$ cat src/rtl/ft_pkg.sv
// Shared definitions for the fault-tolerance block family:
// common bus widths and the recovery sequencer state encoding.
package ft_pkg;

  localparam int unsigned FT_ADDR_WIDTH = 5;
  localparam int unsigned FT_DATA_WIDTH = 32;

  typedef enum logic [2:0] {
    IDLE,
    DRAIN,
    COPY,
    FLUSH,
    PC,
    DONE
  } rf_restore_state_e;

endpackage

$ cat src/rtl/rf_restore_if.sv
// Bundle of the control, sgpr/spc and register-file write signals of the
// recovery sequencer. The slave modport is the sequencer; master is its environment.
interface rf_restore_if
  import ft_pkg::*;
#(
  parameter int unsigned ADDR_WIDTH = FT_ADDR_WIDTH,
  parameter int unsigned DATA_WIDTH = FT_DATA_WIDTH
);

  logic                  halt_i;
  logic                  idle_a_i;
  logic                  idle_b_i;
  logic [ADDR_WIDTH-1:0] raddr_o;
  logic [DATA_WIDTH-1:0] rdata_i;
  logic [DATA_WIDTH-1:0] spc_i;
  logic                  we_a_o;
  logic                  we_b_o;
  logic [ADDR_WIDTH-1:0] waddr_o;
  logic [DATA_WIDTH-1:0] wdata_o;
  logic                  pc_valid_o;
  logic [DATA_WIDTH-1:0] pc_o;
  logic                  busy_o;
  logic                  done_o;
  logic                  timeout_o;

  modport slave (
    input  halt_i, idle_a_i, idle_b_i, rdata_i, spc_i,
    output raddr_o, we_a_o, we_b_o, waddr_o, wdata_o,
           pc_valid_o, pc_o, busy_o, done_o, timeout_o
  );

  modport master (
    output halt_i, idle_a_i, idle_b_i, rdata_i, spc_i,
    input  raddr_o, we_a_o, we_b_o, waddr_o, wdata_o,
           pc_valid_o, pc_o, busy_o, done_o, timeout_o
  );

endinterface

$ cat src/rtl/rf_restore.sv
// Recovery sequencer: after a halt rising edge, waits for both lockstep cores
// to drain, copies the safe GPR image into both register files, then issues
// the safe PC as restart address and pulses done.
module rf_restore
  import ft_pkg::*;
#(
  parameter int unsigned ADDR_WIDTH    = FT_ADDR_WIDTH,
  parameter int unsigned DATA_WIDTH    = FT_DATA_WIDTH,
  parameter bit          SKIP_ZERO     = 1'b1,
  parameter int unsigned DRAIN_TIMEOUT = 64
) (
  input  logic       clk,
  input  logic       rst_n,
  rf_restore_if.slave bus
);

  localparam int unsigned DCW = $clog2(DRAIN_TIMEOUT + 1);
  localparam logic [DCW-1:0]        DRAIN_LIMIT = DCW'(DRAIN_TIMEOUT - 1);
  localparam logic [ADDR_WIDTH-1:0] ADDR_FIRST  = SKIP_ZERO ? ADDR_WIDTH'(1) : '0;
  localparam logic [ADDR_WIDTH-1:0] ADDR_LAST   = '1;

  rf_restore_state_e     state_q, state_d;
  logic                  halt_q;
  logic [DCW-1:0]        dcnt_q, dcnt_d;
  logic [ADDR_WIDTH-1:0] addr_q, addr_d;
  logic                  we_q, we_d;
  logic [ADDR_WIDTH-1:0] waddr_q, waddr_d;
  logic [DATA_WIDTH-1:0] wdata_q, wdata_d;
  logic [DATA_WIDTH-1:0] pc_q, pc_d;
  logic                  timeout_q, timeout_d;
  logic                  start;

  assign start = bus.halt_i & ~halt_q;

  // State register.
  always_ff @(posedge clk or negedge rst_n) begin
    if (!rst_n) begin
      state_q <= IDLE;
    end else begin
      state_q <= state_d;
    end
  end

  // Next-state and datapath update; the write stage trails the read by one cycle.
  always_comb begin
    state_d   = state_q;
    dcnt_d    = dcnt_q;
    addr_d    = addr_q;
    we_d      = 1'b0;
    waddr_d   = waddr_q;
    wdata_d   = wdata_q;
    pc_d      = pc_q;
    timeout_d = timeout_q;
    unique case (state_q)
      IDLE: begin
        if (start) begin
          state_d   = DRAIN;
          dcnt_d    = '0;
          timeout_d = 1'b0;
        end
      end
      DRAIN: begin
        if (bus.idle_a_i && bus.idle_b_i) begin
          state_d = COPY;
          addr_d  = ADDR_FIRST;
        end else if (dcnt_q == DRAIN_LIMIT) begin
          state_d   = IDLE;
          timeout_d = 1'b1;
        end else begin
          dcnt_d = dcnt_q + 1'b1;
        end
      end
      COPY: begin
        we_d    = 1'b1;
        waddr_d = addr_q;
        wdata_d = bus.rdata_i;
        if (addr_q == ADDR_LAST) begin
          state_d = FLUSH;
        end else begin
          addr_d = addr_q + 1'b1;
        end
      end
      FLUSH: begin
        state_d = PC;
        pc_d    = bus.spc_i;
      end
      PC: begin
        state_d = DONE;
      end
      DONE: begin
        state_d = IDLE;
      end
      default: begin
        state_d = IDLE;
      end
    endcase
  end

  // Halt edge register, counters, write stage, restart PC and timeout flag.
  always_ff @(posedge clk or negedge rst_n) begin
    if (!rst_n) begin
      halt_q    <= 1'b0;
      dcnt_q    <= '0;
      addr_q    <= '0;
      we_q      <= 1'b0;
      waddr_q   <= '0;
      wdata_q   <= '0;
      pc_q      <= '0;
      timeout_q <= 1'b0;
    end else begin
      halt_q    <= bus.halt_i;
      dcnt_q    <= dcnt_d;
      addr_q    <= addr_d;
      we_q      <= we_d;
      waddr_q   <= waddr_d;
      wdata_q   <= wdata_d;
      pc_q      <= pc_d;
      timeout_q <= timeout_d;
    end
  end

  assign bus.raddr_o    = addr_q;
  assign bus.we_a_o     = we_q;
  assign bus.we_b_o     = we_q;
  assign bus.waddr_o    = waddr_q;
  assign bus.wdata_o    = wdata_q;
  assign bus.pc_valid_o = (state_q == PC);
  assign bus.pc_o       = pc_q;
  assign bus.busy_o     = (state_q != IDLE);
  assign bus.done_o     = (state_q == DONE);
  assign bus.timeout_o  = timeout_q;

endmodule

$ cat src/flat_wrapper.sv
// flat-port wrapper written by rule: the top's interface ports become plain ports
module rf_restore_flat import ft_pkg::*;
#(
  parameter int unsigned ADDR_WIDTH    = FT_ADDR_WIDTH,
  parameter int unsigned DATA_WIDTH    = FT_DATA_WIDTH,
  parameter bit          SKIP_ZERO     = 1'b1,
  parameter int unsigned DRAIN_TIMEOUT = 64
)
  (clk, rst_n, bus_halt_i, bus_idle_a_i, bus_idle_b_i, bus_rdata_i, bus_spc_i, bus_raddr_o, bus_we_a_o, bus_we_b_o, bus_waddr_o, bus_wdata_o, bus_pc_valid_o, bus_pc_o, bus_busy_o, bus_done_o, bus_timeout_o);
  rf_restore_if #(.ADDR_WIDTH(ADDR_WIDTH), .DATA_WIDTH(DATA_WIDTH)) bus_i ();
  input  logic clk;
  input  logic rst_n;
  input wire logic [$bits(bus_i.halt_i)-1:0] bus_halt_i;
  input wire logic [$bits(bus_i.idle_a_i)-1:0] bus_idle_a_i;
  input wire logic [$bits(bus_i.idle_b_i)-1:0] bus_idle_b_i;
  input wire logic [$bits(bus_i.rdata_i)-1:0] bus_rdata_i;
  input wire logic [$bits(bus_i.spc_i)-1:0] bus_spc_i;
  output wire logic [$bits(bus_i.raddr_o)-1:0] bus_raddr_o;
  output wire logic [$bits(bus_i.we_a_o)-1:0] bus_we_a_o;
  output wire logic [$bits(bus_i.we_b_o)-1:0] bus_we_b_o;
  output wire logic [$bits(bus_i.waddr_o)-1:0] bus_waddr_o;
  output wire logic [$bits(bus_i.wdata_o)-1:0] bus_wdata_o;
  output wire logic [$bits(bus_i.pc_valid_o)-1:0] bus_pc_valid_o;
  output wire logic [$bits(bus_i.pc_o)-1:0] bus_pc_o;
  output wire logic [$bits(bus_i.busy_o)-1:0] bus_busy_o;
  output wire logic [$bits(bus_i.done_o)-1:0] bus_done_o;
  output wire logic [$bits(bus_i.timeout_o)-1:0] bus_timeout_o;
  assign bus_i.halt_i = bus_halt_i;
  assign bus_i.idle_a_i = bus_idle_a_i;
  assign bus_i.idle_b_i = bus_idle_b_i;
  assign bus_i.rdata_i = bus_rdata_i;
  assign bus_i.spc_i = bus_spc_i;
  assign bus_raddr_o = bus_i.raddr_o;
  assign bus_we_a_o = bus_i.we_a_o;
  assign bus_we_b_o = bus_i.we_b_o;
  assign bus_waddr_o = bus_i.waddr_o;
  assign bus_wdata_o = bus_i.wdata_o;
  assign bus_pc_valid_o = bus_i.pc_valid_o;
  assign bus_pc_o = bus_i.pc_o;
  assign bus_busy_o = bus_i.busy_o;
  assign bus_done_o = bus_i.done_o;
  assign bus_timeout_o = bus_i.timeout_o;
  rf_restore #(.ADDR_WIDTH(ADDR_WIDTH), .DATA_WIDTH(DATA_WIDTH), .SKIP_ZERO(SKIP_ZERO), .DRAIN_TIMEOUT(DRAIN_TIMEOUT)) u_core (.clk(clk), .rst_n(rst_n), .bus(bus_i));
endmodule
$ cat config.mk
export PLATFORM = sky130hd
export DESIGN_NAME = rf_restore_flat
export DESIGN_NICKNAME = d
export VERILOG_FILES = /design/src/rtl/ft_pkg.sv /design/src/rtl/rf_restore_if.sv /design/src/rtl/rf_restore.sv /design/src/flat_wrapper.sv
export SDC_FILE = /design/constraint.sdc
export NUM_CORES = 1
export LEC_CHECK = 0
export CORE_MARGIN = 2
export CORE_UTILIZATION = 37
export DETAILED_ROUTE_END_ITERATION = 12
export GPL_TIMING_DRIVEN = 0
export PLACE_DENSITY = 0.77
export SLEW_MARGIN = 25
export SYNTH_ARGS = -nofsm -noshare
export SYNTH_HDL_FRONTEND = slang
export SYNTH_SLANG_ARGS = --single-unit
$ cat constraint.sdc
create_clock -name clk -period 1.9 [get_ports clk]
set_clock_uncertainty 0.05 [all_clocks]
set_input_delay 0.285 -clock clk [delete_from_list [all_inputs] [get_ports clk]]
set_output_delay 0.285 -clock clk [all_outputs]
set_load 0.05 [all_outputs]
Word-level counts from Yosys, hierarchy flattened
Cells that the tools add are included.

storage, ports and cells
  register bits = 87
  input bits = 69
  output and inout port bits = 80
  logic and storage cells = 54

cells by class
  $add $sub $neg = 2
  equality and inequality tests = 15
  mux-type cells = 17
  bitwise operators = 2
  reductions and logical operators = 9

operators with widths
  operator                                                                number
  7-bit two-way mux                                                       3
  3-bit case mux with 5 select lines                                      1
  7-bit case mux with 2 select lines                                      1
  3-bit two-way mux                                                       4
  5-bit two-way mux                                                       2
  5-bit case mux with 2 select lines                                      1
  2-bit by 1-bit != test with 1-bit output (second input constant)        4
  4-bit AND reduction                                                     2
  7-bit by 1-bit adder with 7-bit output (second input constant)          1
  7-bit by 6-bit equality test with 1-bit output (second input constant)  1
  3-bit by 2-bit equality test with 1-bit output (second input constant)  2
  3-bit equality test (second input constant)                             2
  2-bit != test (second input constant)                                   3
  3-bit AND reduction                                                     2
  5-bit by 1-bit adder with 5-bit output (second input constant)          1
  5-bit equality test (second input constant)                             1
  1-bit two-way mux                                                       4
  2-bit nonzero test                                                      2
  3-bit by 1-bit equality test with 1-bit output (second input constant)  1
  3-bit zero test                                                         1
  3-bit by 1-bit != test with 1-bit output (second input constant)        1
  3-bit nonzero test                                                      1
  1-bit case mux with 2 select lines                                      1
  1-bit bitwise AND                                                       1
  2 further kinds                                                         2

Logic depth before layout (Yosys ltp)
  word-level depth = 4
  depth in mapped cells = 7
  depth with buffers taken out = 7

Worst setup path before layout
No wires, ideal clock.

  path type = register -> register
  from = register u_core.addr_q[0] (netlist: u_core.bus.raddr_o[0])
  to = register u_core.addr_q[3] (netlist: u_core.bus.raddr_o[3])
  library setup time = 0.072 ns
  arrival time = 2.169 ns
  data required time = 1.778 ns
  setup slack = -0.392 ns
  stages on the path, launching flop included = 8
  path buffers = 0
  period minus slack after synthesis = 2.292 ns
  path through = dfrtp_1 > ha_1 > and3_1 > ha_1 > nor4b_1 > nand4_1 > xor2_1 > nor2_1

between the ends
  cells in the longest elaborated chain, start to end = 3
  elaborated cells between the ends (all ways) = 6
  classes of those cells = 1 x add/sub; 2 x eq/ne; 2 x mux; 1 x reduce/logical

RTL lines
  what                                                                           line                                source
  from (decl)                                                                    rf_restore.sv:25                    logic [ADDR_WIDTH-1:0] addr_q, addr_d;
  from (signal assigned)                                                         rf_restore.sv:113                   addr_q <= addr_d;
  5-bit by 1-bit adder with 5-bit output or 5-bit equality test (tied branches)  rf_restore.sv:80, rf_restore.sv:77
  5-bit two-way mux or 2-bit != test (tied branches)                             -
  5-bit case mux with 2 select lines or 3-bit AND reduction (tied branches)      -

Several ways; a longest one is shown, not always the timed one. The select of a mux whose other input is x is not followed.
A chain may end at the register's enable or synchronous reset.

Final worst setup path
  from = register u_core.pc_q[26] (netlist: u_core.bus.pc_o[26])
  to = output port bus_pc_o[26]

RTL lines
  what                    line                source
  from (decl)             rf_restore.sv:29    logic [DATA_WIDTH-1:0] pc_q, pc_d;
  from (signal assigned)  rf_restore.sv:117   pc_q <= pc_d;
  to (decl)               flat_wrapper.sv:24  output wire logic [$bits(bus_i.pc_o)-1:0] bus_pc_o;

No word-level cell between the ends.

==> run metrics <==
worst vdd ir 0.00101 V; vias in the first global route 2567; CTS Buffer Depth 2; P_leak 2.62 nW; Crit path largest cell delay 0.82 ns; first-pass GRT wire length 12.7 mm; Slew @ Worst Pin 0.533 ns; Avg WL per Cell 14.9 um; Pins Over Slew Limit 0; commonest non-fill, non-tap cell in the layout clkdlybuf4s50_1; number of flops mapped to enable cells by yosys 0; Main synth FF type dfrtp_1; row cnt 35; crit share post-route 97.5%; Yosys Warn Count 0; initial antenna violation count 0; flops & latches, synth 87; Slew HR 64.4%; Num CTS Buffers 9; post-synthesis sequential area ratio 62.0%; critical path's slowest cell clkdlybuf4s50_1; ANT cells 0; Pwr per Cell Area 2000 nW/um^2; status finished, final reports clean; Post-Syn Nets 314; Required @ worst endpoint 1.56 ns; Chip Height 101 um; Mapped Cells 242; Tot Pwr 11.1 mW; Starting DRT DRC Count 95; CP Data Arrival Time 1.52 ns; Total GRT Usage 16.0%; DRT antenna net count 0; layout cells sized above 1 28.6%; min Tclk post-route 1.85 ns; H-tree depth 3; RSZ-0062 raised after global routing false; Clock Sink Count 87; setup violators final 0; Root Driver clkbuf_8; Final nets 478; fill cell count 750; largest net degree at the start of global routing 69; Crit Path Category register to output port; Vias 2496; critical path's top delay family buffers and inverters; maxcap violations 0; Max Fclk 540 MHz; startpoint types register; TritonCTS clock tree done; crit path capture type output port; PortBufs 148; detailed placement HPWL 5.93 mm; crit-path cells clkdlybuf4s50_1; Worst-Skew Late Latency 0.35 ns; DP Area 5200 um^2; DRC Markers 0; CP Max Fanout 2; die area 10300 um^2; Reg area 2180 um^2; Hold Crit Class primary input to asynchronous set/reset pin; final hold vios 0; RePlAce Congestion 0.763; vias per cell 4.64; grt total ovfl 0; Post-Syn Area 3510 um^2; CTS clk-pin slew, worst paths 0.09 ns; Finished Cell Area 5530 um^2; critical path buffer and inverter count 1; Area Growth Syn to Fin 57.3%; Placeable Area 9240 um^2; area taken by multi-input logic gates 1290 um^2; DR pass1 iterations 4; FFs w/ async S/R, synth 100%; Die X 101 um; Ports 149; Initial Util 38.0%; final wirelength 8.02 mm; unique cell type count in the Yosys netlist 37; Post-Synthesis Mean Instance Area 14.5 um^2; commonest cells after routing, fill and taps aside clkdlybuf4s50_1 (108), dfrtp_1 (85), mux2_2 (69)
-- routing by layer --
metal	vias to the layer above	track usage (%)	wire length (um)
li1	1188	-	-
met1	1203	19.1	3370
met2	96	26.9	3890
met3	9	6.69	684
met4	0	4.37	77
met5	-	0	0
-- cell type report --
cell class / count / share of cell area, %
inverter: 3 / 0.204
multi-input combinational: 141 / 23.4
timing repair buffer: 153 / 29.0
sequential: 87 / 39.4
clock buffer: 10 / 2.31
clock inverter: 4 / 1.31
buffer: 11 / 1.38
tap: 129 / 2.92
-- registers in the layout, summed over array words and instances, names as in the netlist --
register,cells
u_core.bus.pc_o,32
u_core.bus.wdata_o,32
u_core.dcnt_q,7
u_core.bus.raddr_o,5
u_core.bus.waddr_o,5
u_core.state_q,3
u_core.bus.timeout_o,1
u_core.bus.we_a_o,1
u_core.halt_q,1
-- logic make-up (layout without fill, tap and decap cells) --
logic type,Yosys count,in the layout,share of synthesized area [%]
multiplexers,70,70,22.4
AND/OR/NAND/NOR,45,45,7.37
adder cells (fa/ha/maj),3,3,1.07
buffers and inverters,14,181,2.21
flip-flops,87,87,62.0
AO/OA/AOI/OAI,22,22,4.74
XOR/XNOR,1,1,0.249
-- stage by stage --
stage	cells	setup TNS (ns)	util, %	setup slack (ns)	hold WS [ns]
6_report	538	0	59.8	0.0483	0.279
5_1_grt	538	0	59.8	0.00129	0.294
4_1_cts	536	0	58.8	0.00130	0.269
3_5_place_dp	520	-0.390	56.3	-0.221	0.0907
3_3_place_gp	519	-227.36	56.0	-2.93	0.436
2_1_floorplan	242	-0.124	-	-0.124	-0.0606
-- synth_stat cells (2+ instances only) --
master     n  share of area, %
a21oi_1    2              0.28
a22o_1     2              0.50
a31oi_1    3              0.53
and3_2     2              0.43
buf_2      8               1.1
buf_4      2              0.43
dfrtp_1   87                62
ha_1       3               1.1
inv_1      3              0.32
mux2_2    69                22
nand2_1   12               1.3
nand2b_1   2              0.36
nand3_1    7               1.0
nand4_1    2              0.36
nor2_1     6              0.64
nor3_1     2              0.28
nor3b_1    2              0.43
o211ai_1   3              0.64
o21ai_0    7               1.0
-- worst paths after layout --
kind                                                         from                                 end  slack [ns]  cells past startpoint
worst max register to register  u_core.bus.raddr_o[0]$_DFFE_PN0P_   u_core.bus.raddr_o[3]$_DFFE_PN0P_        0.12                      7
max in group asynchronous                                   rst_n   u_core.bus.raddr_o[1]$_DFFE_PN0P_        0.92                      3
worst max-delay path              u_core.bus.pc_o[26]$_DFFE_PN0N_                        bus_pc_o[26]        0.05                      1
worst min register to register     u_core.bus.pc_o[1]$_DFFE_PN0N_      u_core.bus.pc_o[1]$_DFFE_PN0N_        0.45                      1
worst min-delay path                                        rst_n  u_core.bus.wdata_o[18]$_DFFE_PN0P_        0.28                      2
min in group clk                                       bus_halt_i             u_core.halt_q$_DFF_PN0_        0.38                      1
-- where the power goes --
part           total, mW  internal, mW  switching (mW)
clock               1.35         0.725           0.628
combinational       6.58          2.50            4.07
sequential          3.13          2.71           0.429
total               11.1          5.93            5.13
-- what timing repair did --
action	CTS	global route
gates resized for setup	22	41
pin swaps	2	1
endpoints found under the setup margin	14	34
hold buffers	1	0
endpoints found under the hold margin	19	0
setup buffers	1	2
(Power assumes the default switching activity.)
